==> src/rtl/uart_rx.sv <==
// UART receiver: 2-flop synchroniser, mid-bit sampling from an internal bit counter.
// Define UART_RX_PARITY_EN to add an even-parity bit (PARITY state and parity_err port).
module uart_rx #(
  parameter int SIZE         = 8,
  parameter int CLKS_PER_BIT = 16
) (
  input  logic            clk,
  input  logic            rst,
  input  logic            rx,
  output logic [SIZE-1:0] data_out,
  output logic            rx_done,
  output logic            frame_err,
`ifdef UART_RX_PARITY_EN
  output logic            parity_err,
`endif
  output logic            rx_busy
);

  localparam int H  = CLKS_PER_BIT / 2;
  localparam int CW = $clog2(CLKS_PER_BIT);
  localparam int IW = $clog2(SIZE + 1);

`ifdef UART_RX_PARITY_EN
  typedef enum logic [2:0] {S_IDLE, S_START, S_DATA, S_PARITY, S_STOP} state_t;
`else
  typedef enum logic [2:0] {S_IDLE, S_START, S_DATA, S_STOP} state_t;
`endif

  state_t          r_state, w_state_next;
  logic            r_rx_m, r_rx_s, r_rx_prev;
  logic [CW-1:0]   r_cnt, w_cnt_next;
  logic [IW-1:0]   r_bit_idx, w_bit_idx_next;
  logic [SIZE-1:0] r_shift, w_shift_next;
  logic [SIZE-1:0] r_data, w_data_next;
  logic            r_done, w_done_next;
  logic            r_ferr, w_ferr_next;
`ifdef UART_RX_PARITY_EN
  logic            r_par_bit, w_par_bit_next;
  logic            r_perr, w_perr_next;
`endif
  logic            w_half, w_full;

  assign w_half = (r_cnt == CW'(H - 1));
  assign w_full = (r_cnt == CW'(CLKS_PER_BIT - 1));

  always_comb begin
    w_state_next   = r_state;
    w_cnt_next     = r_cnt;
    w_bit_idx_next = r_bit_idx;
    w_shift_next   = r_shift;
    w_data_next    = r_data;
    w_done_next    = 1'b0;
    w_ferr_next    = 1'b0;
`ifdef UART_RX_PARITY_EN
    w_par_bit_next = r_par_bit;
    w_perr_next    = 1'b0;
`endif
    case (r_state)
      S_IDLE: begin
        // Edge detect, not level: a held-low break never restarts a frame
        if (!r_rx_s && r_rx_prev) begin
          w_state_next = S_START;
          w_cnt_next   = '0;
        end
      end
      S_START: begin
        if (w_half) begin
          w_cnt_next     = '0;
          w_bit_idx_next = '0;
          w_state_next   = r_rx_s ? S_IDLE : S_DATA;
        end else begin
          w_cnt_next = r_cnt + 1'b1;
        end
      end
      S_DATA: begin
        if (w_full) begin
          w_cnt_next     = '0;
          w_shift_next   = {r_rx_s, r_shift[SIZE-1:1]};
          w_bit_idx_next = r_bit_idx + 1'b1;
          if (r_bit_idx == IW'(SIZE - 1)) begin
`ifdef UART_RX_PARITY_EN
            w_state_next = S_PARITY;
`else
            w_state_next = S_STOP;
`endif
          end
        end else begin
          w_cnt_next = r_cnt + 1'b1;
        end
      end
`ifdef UART_RX_PARITY_EN
      S_PARITY: begin
        if (w_full) begin
          w_cnt_next     = '0;
          w_par_bit_next = r_rx_s;
          w_state_next   = S_STOP;
        end else begin
          w_cnt_next = r_cnt + 1'b1;
        end
      end
`endif
      S_STOP: begin
        if (w_full) begin
          w_cnt_next   = '0;
          w_state_next = S_IDLE;
          if (r_rx_s) begin
            w_data_next = r_shift;
            w_done_next = 1'b1;
`ifdef UART_RX_PARITY_EN
            w_perr_next = (^r_shift) ^ r_par_bit;
`endif
          end else begin
            w_ferr_next = 1'b1;
          end
        end else begin
          w_cnt_next = r_cnt + 1'b1;
        end
      end
      default: w_state_next = S_IDLE;
    endcase
  end

  always_ff @(posedge clk) begin
    if (rst) begin
      r_rx_m    <= 1'b1;
      r_rx_s    <= 1'b1;
      r_rx_prev <= 1'b1;
      r_state   <= S_IDLE;
      r_cnt     <= '0;
      r_bit_idx <= '0;
      r_shift   <= '0;
      r_data    <= '0;
      r_done    <= 1'b0;
      r_ferr    <= 1'b0;
`ifdef UART_RX_PARITY_EN
      r_par_bit <= 1'b0;
      r_perr    <= 1'b0;
`endif
    end else begin
      r_rx_m    <= rx;
      r_rx_s    <= r_rx_m;
      r_rx_prev <= r_rx_s;
      r_state   <= w_state_next;
      r_cnt     <= w_cnt_next;
      r_bit_idx <= w_bit_idx_next;
      r_shift   <= w_shift_next;
      r_data    <= w_data_next;
      r_done    <= w_done_next;
      r_ferr    <= w_ferr_next;
`ifdef UART_RX_PARITY_EN
      r_par_bit <= w_par_bit_next;
      r_perr    <= w_perr_next;
`endif
    end
  end

  assign data_out  = r_data;
  assign rx_done   = r_done;
  assign frame_err = r_ferr;
  assign rx_busy   = (r_state != S_IDLE);
`ifdef UART_RX_PARITY_EN
  assign parity_err = r_perr;
`endif

endmodule

==> config.mk <==
export PLATFORM = sky130hd
export DESIGN_NAME = uart_rx
export DESIGN_NICKNAME = d
export VERILOG_FILES = /design/src/rtl/uart_rx.sv
export SDC_FILE = /design/constraint.sdc
export NUM_CORES = 1
export LEC_CHECK = 0
export ABC_AREA = 1
export CORE_UTILIZATION = 50
export DETAILED_ROUTE_END_ITERATION = 10
export HOLD_SLACK_MARGIN = 0.06
export PLACE_DENSITY_LB_ADDON = 0.3
export RECOVER_POWER = 50
export SETUP_SLACK_MARGIN = 0.1
export SYNTH_ARGS = -nofsm -noshare
export SYNTH_HDL_FRONTEND = slang
export SYNTH_SLANG_ARGS = --single-unit
==> constraint.sdc <==
create_clock -name clk -period 3.3 [get_ports clk]
set_input_delay 0.33 -clock clk [delete_from_list [all_inputs] [get_ports clk]]
set_output_delay 0.33 -clock clk [all_outputs]
set_load 0.05 [all_outputs]
* Word level (Yosys, flattened, before mapping)
Cells that the tools add are included.
** Storage, ports and cells
- Memory bits (read-only) :: 0
- Latch bits :: 0
- Word-level logic and storage cells :: 54
- Register bits after elaboration :: 32
- Bits in writable memories :: 0
- Output and inout bits :: 11
- Memories :: 0
- Bits of input ports :: 3
** Cells by class
- Muxes and demuxes :: 16
- Magnitude comparators :: 0
- Equal/unequal tests :: 11
- Multiply operators :: 0
- Bitwise operators :: 2
- Reductions and logical operators :: 13
- Add/sub/neg operators :: 2
- Divide/modulo/power cells :: 0
- Shifts and indexed selects :: 0
** Operators with widths (number)
- $mux W4 :: 5
- $mux W3 :: 5
- $pmux W3 S4 :: 1
- $pmux W4 S3 :: 1
- $ne A2 B2 Y1 const B :: 5
- $add A4 B1 Y4 const B :: 2
- $eq A4 B3 Y1 const B :: 2
- $pmux W4 S2 :: 1
- $eq A3 B2 Y1 const B :: 2
- $reduce_and A3 Y1 :: 2
- $reduce_bool A3 Y1 :: 2
- $reduce_and A5 Y1 :: 1
- $eq A4 B4 Y1 const B :: 1
- $reduce_and A2 Y1 :: 2
- $eq A3 B1 Y1 const B :: 1
- $logic_not A3 Y1 :: 1
- $reduce_or A3 Y1 :: 1
- $mux W1 :: 2
- $mux W2 :: 1
- $not A1 Y1 :: 2
- $reduce_bool A2 Y1 :: 1
- $reduce_or A2 Y1 :: 1
- $logic_and A1 B1 Y1 :: 1
- $logic_not A1 Y1 :: 1

* Depth between registers and ports, before layout
Gate-level depths: netlist (run 1).
- Depth after elaboration :: 4
- Gate-level depth with buffers :: 9
- Depth with buffers taken out :: 9

* Worst setup path before layout (run 1)
No wires, ideal clock.
- Path kind :: flip-flop to flip-flop
- Start :: register r_cnt[0]
- End :: register r_data[1], in the netlist data_out[1]
- Arrival :: 1.194 ns
- Setup time :: 0.116 ns
- Clock period less this slack :: 1.310 ns
- Setup slack :: 1.990 ns
- Data required time :: 3.184 ns
- Buffers on the path :: 0
- Stages on the path, launching flop included :: 9
- Path through :: dfxtp_1 -> ha_1 -> nand2_2 -> nor2_4 -> nand2_4 -> nor2_8 -> inv_4 -> nor2_1 -> nor2_1
** On the way
- Word-level cells in the longest chain between the ends :: 2
** RTL lines
- start, declared :: RTL line 31 : logic [CW-1:0] r_cnt, w_cnt_next;
- start signal, assigned :: RTL line 144 : r_cnt <= w_cnt_next;
- $eq A4 B4 Y1 :: RTL line 44 : assign w_full = (r_cnt == CW'(CLKS_PER_BIT - 1));
- $reduce_and A3 Y1 (no line)
- end signal, assigned :: RTL line 147 : r_data <= w_data_next;
- end, declared :: RTL line 34 : logic [SIZE-1:0] r_data, w_data_next;
No other way between the ends.
A chain may end at the register's enable or synchronous reset.

* Worst setup path after layout (run 1)
- Start :: register r_state[1]
- End :: output port rx_busy
** On the way
- Word-level cells in the longest chain between the ends :: 1
** RTL lines
- start, declared :: RTL line 29 : state_t r_state, w_state_next;
- start signal, assigned :: RTL line 143 : r_state <= w_state_next;
- $reduce_bool A3 Y1 :: RTL line 160 : assign rx_busy = (r_state != S_IDLE);
- end, declared :: RTL line 16 : output logic rx_busy
No other way between the ends.

==> flow_metrics.py, run 1 <==
metrics = {
    "grt": {
        "antenna_found_initial": 0,
        "grt_pass1_vias": 937,
        "overflow": 0,
        "grt_use_total": 0.2062,
        "grt_pass1_wl_um": 3988,
        "grt_max_degree": 23,
    },
    "timing": {
        "setup_viol": 0,
        "finalHoldViolCount": 0,
        "setup_tns_ps": 0,
        "tightest_slew_ps": 585.8,
        "drv_slew": 0,
        "period_minus_slack_ps": 2111,
        "period_share": 0.6398,
        "fmax_mhz": 473.6,
        "rsz0062_at_grt": "no",
        "fin_skew_ps": 7.407,
        "slew_headroom": 0.6053,
    },
    "detailed_routing": {
        "vias": 1106,
        "drt_iter0_markers": 42,
        "wirelength_met1_um": 1085,
        "met2_length_um": 1116,
        "drt_pass1_iterations": 4,
        "top_layer_used": "met4",
        "drc": 0,
        "route.met3.wl_um": 59,
        "wl_per_cell_um": 10.79,
        "wl_um": 2298,
        "post_drt_via_cell_ratio": 5.192,
        "drtAntennaViolNets": 0,
    },
    "power_and_ir_drop": {
        "comb_power_share": 0.208,
        "p_int_w": 0.0005223,
        "power.share.switching": 0.3356,
        "p_switching_w": 0.0002638,
        "p_leak_nw": 0.6706,
        "power_density_nw_per_um2": 543.5,
        "ir_drop_uv": 383.5,
        "pwr-share-clk": 0.262,
        "p_seq_frac": 0.529,
    },
    "critical_path": {
        "critical_path.max_stage_delay_ps": 800,
        "crit_type": "flop to primary output",
        "timing.rr.start": "r_cnt[0]",
        "start_kind": "flop",
        "rr_endpoint": "r_bit_idx[2]",
        "crit_chain": "nor2_1, inv_1, clkdlybuf4s50_1",
        "crit_slowest_cell": "clkdlybuf4s50_1",
        "critPathRequiredTime_ps": 2970,
        "cp_max_fo": 7,
        "arrival_ps": 1780,
        "regToRegSetupSlack_ps": 1330,
        "crit_path_end_kind": "primary output",
        "reg2reg_depth": 8,
    },
    "yosys": {
        "synth_cell_types": 20,
        "syn_nets": 171,
        "yosysWarnings": 0,
        "synthCells": 166,
        "synth_seq_cells": 31,
        "syn_area_um2": 1267,
        "syn_avg_cell_area_um2": 7.635,
        "ys_seq_area_frac": 0.4896,
    },
    "die": {
        "num_rows": 17,
        "core-area_um2": 2297,
        "die_h_um": 52.35,
        "die_w_um": 52.35,
        "start_util": 0.5517,
        "io_pins": 14,
        "die_area_um2": 2741,
    },
    "hold_path": {
        "hold_start": "r_rx_m",
        "hold_path_class": "flop to flop",
        "hold_depth": 1,
        "hold_path_end": "r_rx_s",
    },
    "clock_network": {
        "postCtsSetupBuffers": 0,
        "clockBufferDepth": 2,
        "clock_sinks": 31,
        "cts_tree": "done",
        "clk_pin_slew_ps": 100,
        "root_buffer": "clkbuf_4",
        "htreeDepth": 2,
        "clock_latency_ps": 330,
        "cts_buffers": 5,
        "ctsResizeCount": 0,
        "cts-hold-fix-buffers": 0,
    },
    "cells_and_area": {
        "n_antenna_cell": 0,
        "syn_to_final_growth_pct": 14.12,
        "utilization": 0.6296,
        "fin_nets": 189,
        "layout-drive-gt1-share": 0.09189,
    },
    "job": {
        "cap_violations": 0,
    },
    "place": {
        "gp_congestion": 0.8142,
        "dp_hpwl_um": 1669,
        "portBuffers": 13,
    },
    "outcome": {
        "status": "finished, final reports clean",
    },
}
-- logic make-up (layout without fill, tap and decap cells) --
kind of cell / after synthesis / after routing / synth area share
AO/OA/AOI/OAI: 35 / 35 / 0.1471
AND/OR/NAND/NOR: 82 / 82 / 0.2942
adder cells (fa/ha/maj): 2 / 2 / 0.01974
buffers and inverters: 16 / 35 / 0.04936
flip-flops: 31 / 31 / 0.4896
-- per-stage QoR --
stage | worst slack, ps | cell area [um2] | total power (W) | cells | hold slack (ps)
CTS | 1171 | 1478 | 0.0008037 | 213 | 415.7
detailed placement | 1549 | 1425 | 0.0005966 | 205 | 398.5
finish | 1189 | 1446 | 0.0007861 | 213 | 410.6
global placement | 1588 | 1425 | 0.0005904 | 205 | 394.3
global route | 1086 | 1446 | 0.0008365 | 213 | 427.6
floorplan | 1990 | 1267 | 0.0005539 | 166 | 389.5
-- Yosys cell counts --
master,instances,share of area
a21oi_1,12,0.047
ha_1,2,0.020
inv_1,11,0.033
o21ai_0,22,0.087
clkbuf_1,1,0.0030
nor2_4,1,0.0089
nor2_8,1,0.016
buf_1,1,0.0030
inv_2,2,0.0059
nand4_1,1,0.0049
nand2_1,21,0.062
inv_4,1,0.0049
dfxtp_1,31,0.49
or2_2,2,0.0099
nor2_2,3,0.015
o21ai_4,1,0.013
nand3_1,7,0.028
nor2_1,43,0.13
nand2_4,2,0.018
nand2_2,1,0.0049
-- flip-flops by register name, summed over array words and instances (netlist names) --
register / cells
data_out: 8
r_shift: 8
r_bit_idx: 4
r_cnt: 4
r_state: 2
frame_err: 1
r_rx_m: 1
r_rx_prev: 1
r_rx_s: 1
rx_done: 1
-- layout make-up --
| class | count | area (um2) |
|---|---|---|
| inverter | 14 | 55.05 |
| sequential | 31 | 620.6 |
| fill | 201 | 850.8 |
| tap | 28 | 35.03 |
| multi-input combinational | 119 | 553.0 |
| clock inverter | 3 | 15.01 |
| clock buffer | 5 | 37.54 |
| timing repair buffer | 13 | 130.1 |
-- routing by layer --
metal / track usage / vias up
li1: - / 573
met1: 0.2393 / 518
met2: 0.3207 / 10
met5: 0 / -
met3: 0.08696 / 5
met4: 0.1053 / 0
-- power by group through the flow --
stage	sequential, W	clock (W)	combinational, W
global placement	0.000422	0	0.000168
floorplan	0.000419	0	0.000135
detailed placement	0.000424	0	0.000172
global route	0.000420	0.000230	0.000186
finish	0.000416	0.000206	0.000164
CTS	0.000415	0.000216	0.000173
-- cells in the final DEF, fill, tap and decap left out --
| master | n |
|---|---|
| ha_1 | 2 |
| inv_1 | 11 |
| nor2_2 | 2 |
| nand3_1 | 7 |
| clkinv_2 | 3 |
| nand2_4 | 1 |
| or2_2 | 2 |
| dfxtp_1 | 31 |
| inv_4 | 1 |
| clkdlybuf4s50_1 | 12 |
| o21ai_0 | 23 |
| dlygate4sd3_1 | 1 |
| inv_2 | 2 |
| nor2_1 | 45 |
| clkbuf_4 | 5 |
| nor2_8 | 1 |
| a21oi_1 | 12 |
| nand2_1 | 23 |
| nand4_1 | 1 |
-- how the worst max path moves through the flow --
stage	depth (start not counted)	endpoint	from
final	3	rx_busy	r_state[1]
after global routing	3	rx_busy	r_state[1]
after CTS	3	rx_busy	r_state[1]
after detailed placement	3	rx_busy	r_state[1]
after global placement	3	rx_busy	r_state[1]
after floorplan	8	data_out[1]	r_cnt[0]
-- worst max-delay path, delay by kind of cell, from the launching register on --
family | cells | cell delay, ps
and+or+nand+nor | 1 | 110
DFF | 1 | 440
buffers and inverters | 2 | 900
(Power assumes the default switching activity.)
==> run 2: changes to the inputs <==
Clock period 3.3 ns to 2 ns, I/O delays scaled along.
==> run 2 against run 1 <==
  * Sequential power increased by 65%
  * Power increased by 65%
  * First-iteration DRC count decreased by 9.5%
  * Hold slack improved by 1.3 ps
  * Clock skew decreased by 1.2 ps
  * Global-route usage unchanged
  * Non-clock buffer count unchanged
  * Die area unchanged
  * Flip-flop and latch count unchanged
  * Clock power increased by 66%
  * Wire length increased by 2.0%
  * Critical path type is now flop to flop
  * Critical endpoint is now data_out[5]
  * Largest cell class unchanged
==> flow_metrics.py, run 2 (synthesized netlist as in run 1, its figures left out) <==
metrics = {
    "power_and_ir_drop": {
        "p_int_w": 0.0008536,
        "p_seq_frac": 0.529,
        "pwr-share-clk": 0.264,
        "power_density_nw_per_um2": 886.0,
        "ir_drop_uv": 634.0,
        "comb_power_share": 0.207,
        "power.share.switching": 0.3419,
        "power.total_w": 0.001297,
        "p_leak_nw": 0.6922,
        "p_switching_w": 0.0004434,
    },
    "critical_path": {
        "rr_endpoint": "data_out[5]",
        "crit_type": "flop to flop",
        "setup.worst_path.start": "r_cnt[0]",
        "start_kind": "flop",
        "regToRegSetupSlack_ps": 270,
        "arrival_ps": 1950,
        "crit_path_end_kind": "flop",
        "critPathRequiredTime_ps": 2220,
        "reg2reg_depth": 8,
        "cp_max_fo": 9,
        "timing.rr.start": "r_cnt[0]",
    },
    "place": {
        "gp_congestion": 0.8142,
        "place_ws_ps": 379.0,
        "portBuffers": 13,
        "dp_hpwl_um": 1669,
    },
    "grt": {
        "grt_pass1_vias": 937,
        "grt_pass1_wl_um": 3988,
        "antenna_found_initial": 0,
        "grt_max_degree": 23,
        "grt_use_total": 0.2062,
        "overflow": 0,
    },
    "clock_network": {
        "cts_tree": "done",
        "root_buffer": "clkbuf_4",
        "clock_sinks": 31,
        "clock_latency_ps": 330,
        "clockBufferDepth": 2,
        "clk_pin_slew_ps": 100,
        "htreeDepth": 2,
        "cts_buffers": 5,
        "cts-hold-fix-buffers": 0,
    },
    "die": {
        "die_area_um2": 2741,
        "core-area_um2": 2297,
        "num_rows": 17,
        "io_pins": 14,
        "die_w_um": 52.35,
        "start_util": 0.5517,
        "die_h_um": 52.35,
    },
    "detailed_routing": {
        "post_drt_via_cell_ratio": 5.150,
        "met2_length_um": 1126,
        "drc": 0,
        "route.met3.wl_um": 97,
        "top_layer_used": "met4",
        "vias": 1097,
        "drt_pass1_iterations": 4,
        "wl_um": 2343,
        "wl_per_cell_um": 11.00,
        "drt_iter0_markers": 38,
        "drtAntennaViolNets": 0,
        "wirelength_met1_um": 1082,
    },
    "cells_and_area": {
        "seq_area_um2": 620.6,
        "fin_nets": 189,
        "final_cell_mix": "nor2_1 (46), dfxtp_1 (31), o21ai_0 (22)",
        "layout-drive-gt1-share": 0.1027,
        "multiInputGateArea_um2": 571.8,
        "syn_to_final_growth_pct": 15.50,
        "fillers": 199,
        "mostFrequentLayoutCell": "nor2_1",
        "n_antenna_cell": 0,
    },
    "timing": {
        "hold-worst-slack_ps": 411.9,
        "fin_skew_ps": 6.218,
        "period_share": 0.8655,
        "fmax_mhz": 577.7,
        "finalHoldViolCount": 0,
        "period_minus_slack_ps": 1731,
        "setup_tns_ps": 0,
        "rsz0062_at_grt": "no",
        "setup_viol": 0,
        "drv_slew": 0,
        "slew_headroom": 0.6254,
        "final.setup.worst_slack_ps": 269.0,
        "tightest_slew_ps": 559.8,
    },
    "hold_path": {
        "hold_depth": 1,
        "hold_path_class": "flop to flop",
        "hold_path_end": "r_rx_s",
        "hold_start": "r_rx_m",
    },
    "outcome": {
        "status": "finished, final reports clean",
    },
    "job": {
        "cap_violations": 0,
    },
}
[run 2: cell types whose count changed in the layout (fill, tap and decap cells not counted), sizes merged]
cell and change:
clkdlybuf4s50 -1, dlygate4sd2 +1
[run 2: metrics by stage]
step | cells | utilization | instance area, um2
after floorplan | 166 | - | 1267
final | 213 | 0.6373 | 1464
after detailed placement | 205 | 0.6204 | 1425
after global placement | 205 | 0.6204 | 1425
after global routing | 213 | 0.6373 | 1464
after CTS | 213 | 0.6427 | 1476
[run 2: layout make-up]
cell class | instances | area share
flip-flops and latches | 31 | 0.4239
well taps | 28 | 0.02393
clock buffers | 5 | 0.02564
repair buffers | 13 | 0.08803
inverters | 14 | 0.03761
multi-input cells | 119 | 0.3906
clock inverters | 3 | 0.01026
[run 2: worst max-delay path by stage]
| stage | endpoint | slack [ps] |
|---|---|---|
| 6_report | data_out[5] | 270 |
| 5_1_grt | data_out[6] | 140 |
| 4_1_cts | rx_busy | 280 |
| 3_5_place_dp | rx_busy | 380 |
| 3_3_place_gp | rx_busy | 420 |
| 2_1_floorplan | data_out[1] | 690 |
[run 2: critical path, cell delays in order (launching register included)]
cell and delay, ps:
dfxtp_1 410, ha_1 250, nand2_2 90, nor2_1 330
nand2_4 120, nor2_8 170, inv_4 80, nor2_1 110
nor2_1 60
[run 2: what timing repair did]
item | in CTS | in global routing
setup endpoints to repair | 1 | 0
gates resized for setup | 1 | 0
buffers inserted | 0 | 0
[run 2: metal layers]
layer / vias up / track usage
met2: 21 / 0.3207
li1: 572 / -
met5: - / 0
met3: 5 / 0.08696
met1: 499 / 0.2393
met4: 0 / 0.1053
[run 2: power by group through the flow]
stage	Combinational, W	Sequential [W]	Clock [W]
floorplan	0.000222	0.000692	0
global placement	0.000278	0.000697	0
detailed placement	0.000284	0.000700	0
CTS	0.000276	0.000685	0.000356
global route	0.000306	0.000693	0.000379
finish	0.000269	0.000686	0.000342
==> edit 1: new RTL, flow settings as in run 2 <==
Make the reset (`rst`) asynchronous in one clocked block.
--- a/src/rtl/uart_rx.sv
+++ b/src/rtl/uart_rx.sv
@@ -120,7 +120,7 @@
     endcase
   end
 
-  always_ff @(posedge clk) begin
+  always_ff @(posedge clk or posedge rst) begin
     if (rst) begin
       r_rx_m    <= 1'b1;
       r_rx_s    <= 1'b1;
Formal check against the unedited RTL: differs if rst is asserted again (counterexample within 4 cycles, from zero or initial values and one cycle with rst high); with rst held inactive, the same outputs for 10 cycles.
==> edit 1 against run 2 <==
Design area rose by 12%. Clock skew shrank 0.00091 ns. Utilization fell by 0.54 points. Count of clock-buffer cells in the layout is 3 higher. Sequential cell count is the same. Routed wire length grew 13%. Setup slack improved by 0.015 ns. Critical path type is now flop to primary output. Highest routed layer unchanged. Power is 33% higher. Area after synthesis rose by 12%. Clock power grew 23%.
==> edit 1: results (changes against run 2) <==
Worst setup path
  – FF-to-FF End: r_bit_idx[2] (was data_out[5])
  – Crit-path leading delay family: buffers and inverters (was simple AND/OR/NAND/NOR gates)
  – CP max stage delay: 0.81 ns (was 0.41 ns)
  – Reg2reg start: r_cnt[0] (unchanged)
  – Critical Path Slowest Stage Cell: clkdlybuf4s50_1 (was dfxtp_1)
  – Crit-path max FO: 2 (was 9)
  – Crit path DAT: 1.52 ns (was 1.95 ns)
  – Reg2reg setup slack: 0.35 ns (was 0.27 ns)
  – Worst Reg-to-Reg Cells: 7 (was 8)

Routing
  – Initial DRC count: 37 (was 38)
  – DR vias/cell: 5.20 (was 5.15)
  – Final WL: 2640 µm (was 2340 µm)

Global route
  – Maximum number of pins on one net before global-route repair: 32 (was 23)
  – Total Routing Usage GR: 0.206 (about the same)
  – Vias in the first global route: 1068 (was 937)
  – Global-route wire length before repair: 4840 µm (was 3990 µm)

Yosys
  – Synth top area cells: dfrtp_1, nand2_1, o21ai_2 (was dfxtp_1, nor2_1, o21ai_0)
  – Post-synth cell types: 18 (was 20)
  – Syn_area_per_cell: 9.25 µm² (was 7.64 µm²)
  – Adder-cell area share of the yosys netlist: 0.0176 (was 0.0197)
  – Register area share after synthesis: 0.547 (was 0.490)
  – Post-Syn Nets: 159 (was 171)
  – Synth Area in XOR/XNOR: 0.00615 (was 0)
  – Post-synth top cells: nand2_1, dfrtp_1, inv_1 (was nor2_1, dfxtp_1, o21ai_0)
  – Top flip-flop cell by instance count after synthesis: dfrtp_1 (was dfxtp_1)
  – Post-synthesis compound-gate area fraction: 0.104 (was 0.147)

Cells and area
  – Inserted Diodes: 0 (unchanged)
  – Ratio of cells with drive above 1 in the final layout: 0.191 (was 0.103)
  – Final #Nets: 177 (was 189)
  – Fin cells: 203 (was 213)

Power and ir drop
  – Power Internal: 1.06 mW (was 0.854 mW)
  – Total Power: 1.73 mW (was 1.30 mW)
  – Seq pwr share: 0.472 (was 0.529)
  – Combinational share of power: 0.285 (was 0.207)
  – Lkg Pwr: 0.753 nW (was 0.692 nW)

Min path
  – Hold path start: r_rx_m (unchanged)
  – Min-Delay Endpoint: r_rx_s (unchanged)

Placed design
  – Pre-CTS WS: 0.396 ns (was 0.379 ns)
  – Routability Congestion: 0.791 (was 0.814)
  – Detailed placer's ending HPWL: 1820 µm (was 1670 µm)

Run status
  – Outcome: finished, final reports clean (unchanged)

STA
  – Final setup margin: 0.284 ns (was 0.269 ns)
  – Hold_ws: 0.372 ns (was 0.412 ns)
  – Final Skew: 0.00531 ns (was 0.00622 ns)

Clocking
  – Resize count post-CTS: 0 (was 1)
edit 1: changes by cell type after synthesis, sizes merged, moves of 2 or more:
cell,delta
a21oi,-12
nand3,+3
dfrtp,+28
inv,+4
nand2,+26
or2,-2
dfstp,+3
nor3,+2
dfxtp,-31
nor2,-35
edit 1: worst max-delay path by stage:
stage,from,to,depth (start not counted)
after floorplan,r_cnt[0],data_out[0],7
after global placement,r_cnt[0],r_bit_idx[1],7
after detailed placement,r_cnt[0],r_bit_idx[0],7
after CTS,data_out[1],data_out[1],1
after global routing,r_cnt[0],r_bit_idx[2],7
final,data_out[5],data_out[5],1
edit 1: area by class of cell:
type                    instances  area, µm²
repair buffers                 14        133
inverters                      18       67.6
fillers                       212        953
clock buffers                   8       68.8
flip-flops and latches         31        779
multi-input cells             102        551
well taps                      30       37.5
edit 1: routing by layer:
layer	vias to the layer above	share of wire	GRT usage
met3	4	0.045	0.0703
li1	524	-	-
met4	0	0.013	0.0750
met1	496	0.45	0.259
met2	31	0.49	0.330
met5	-	0	0
==> edit 2: new RTL, settings of run 2 <==
Made on the original files. Add a define of `UART_RX_PARITY_EN`.
--- a/src/rtl/uart_rx.sv
+++ b/src/rtl/uart_rx.sv
@@ -1,5 +1,7 @@
 // UART receiver: 2-flop synchroniser, mid-bit sampling from an internal bit counter.
 // Define UART_RX_PARITY_EN to add an even-parity bit (PARITY state and parity_err port).
+`define UART_RX_PARITY_EN
+
 module uart_rx #(
   parameter int SIZE         = 8,
   parameter int CLKS_PER_BIT = 16
Behaviour (old outputs only; new: parity_err): same outputs for any inputs over 10 cycles, from zero or initial values and one cycle with rst high; that may be too few to reach the edited logic, so the function may still have changed.
==> edit 2 against run 2 <==
Setup slack better by 0.051 ns. Routed wire length is 18% higher. Die area is 23% higher. Area after synthesis is 24% higher. Final cell count is 29% higher. Design area is 21% higher. Power is 22% higher. Sequential cell count is 3 higher. Highest routed layer unchanged.
==> edit 2: results (changes against run 2) <==
Run status
  – Outcome: finished, final reports clean (unchanged)

STA
  – Final Skew: 0.00938 ns (was 0.00622 ns)
  – Hold_ws: 0.426 ns (was 0.412 ns)
  – Worst-Margin Slew: 0.525 ns (was 0.560 ns)

Power and ir drop
  – Seq pwr share: 0.477 (was 0.529)
  – Lkg Pwr: 0.737 nW (was 0.692 nW)

Routing
  – Initial DRC count: 41 (was 38)
  – Final WL: 2760 µm (was 2340 µm)
  – DR vias: 1350 (was 1097)

Global route
  – Maximum number of pins on one net before global-route repair: 19 (was 23)
  – Vias in the first global route: 1163 (was 937)

Worst setup path
  – Crit-path max FO: 2 (was 9)
  – Crit-path leading delay family: buffers and inverters (was simple AND/OR/NAND/NOR gates)
  – CP max stage delay: 0.81 ns (was 0.41 ns)
  – Crit path DAT: 1.48 ns (was 1.95 ns)
  – Critical Path Slowest Stage Cell: clkdlybuf4s50_1 (was dfxtp_1)

Cells and area
  – Final #Nets: 237 (was 189)
  – Multi-input combinational area share: 0.429 (was 0.391)
  – Multi-input gates: 153 (was 119)
  – Clock network area share: 0.0255 (was 0.0359)
  – Signal inverters: 22 (was 14)
  – Clk_buf instances: 7 (was 5)
  – Seq. cell area: 681 µm² (was 621 µm²)
  – Buffers excl. clock: 16 (was 13)

Placed design
  – Detailed placer's ending HPWL: 2010 µm (was 1670 µm)
  – Cell Area, Placed: 0.00175 mm² (was 0.00143 mm²)
  – Routability Congestion: 0.813 (was 0.814)
  – IO buf count: 14 (was 13)

Die
  – Core region area: 0.00288 mm² (was 0.00230 mm²)

Yosys
  – Post-synth cell types: 28 (was 20)
  – Synth top area cells: dfxtp_1, nand2_1, a21oi_1 (was dfxtp_1, nor2_1, o21ai_0)
  – Register area share after synthesis: 0.432 (was 0.490)
edit 2: cell types whose count changed after synthesis, moves of 3 or more:
cell,delta
a21oi_1,+13
a21oi_2,+3
dfxtp_1,+3
inv_1,+7
nand2_1,+39
nor2_1,-27
o21ai_0,-4
edit 2: routing by layer:
| metal | share of wire | track usage | vias to the layer above |
|---|---|---|---|
| li1 | - | - | 724 |
| met1 | 0.52 | 0.246 | 601 |
| met2 | 0.42 | 0.291 | 19 |
| met3 | 0.031 | 0.0469 | 6 |
| met4 | 0.022 | 0.102 | 0 |
| met5 | 0 | 0 | - |
edit 2: through the flow:
| step | std cells | power (mW) | utilization | setup WS (ns) |
|---|---|---|---|---|
| after floorplan | 214 | 1.17 | - | 0.671 |
| after global placement | 267 | 1.28 | 0.608 | 0.442 |
| after detailed placement | 267 | 1.28 | 0.608 | 0.413 |
| after CTS | 274 | 1.61 | 0.623 | 0.292 |
| after global routing | 274 | 1.69 | 0.615 | 0.215 |
| final | 274 | 1.59 | 0.615 | 0.320 |
edit 2: repair_timing:
item,in CTS,in global routing
hold endpoints to repair,0,0
setup endpoints to repair,1,0
gates resized for setup,1,0
edit 2: cell families (layout without fill, tap and decap cells):
group | Yosys count | after routing | synth area share
simple gates | 99 | 99 | 0.293
flops | 34 | 34 | 0.432
xor+xnor | 3 | 3 | 0.0167
fa+ha+maj | 2 | 2 | 0.0159
buf+inv | 27 | 45 | 0.0739
compound gates | 49 | 49 | 0.169
edit 2: worst max-delay path by stage:
stage	to	slack [ns]	startpoint
after floorplan	r_shift[6]	0.67	r_cnt[0]
after global placement	rx_busy	0.44	r_state[1]
after detailed placement	r_bit_idx[2]	0.41	r_cnt[0]
after CTS	data_out[6]	0.29	data_out[6]
after global routing	r_bit_idx[0]	0.22	r_cnt[0]
final	data_out[0]	0.32	data_out[0]
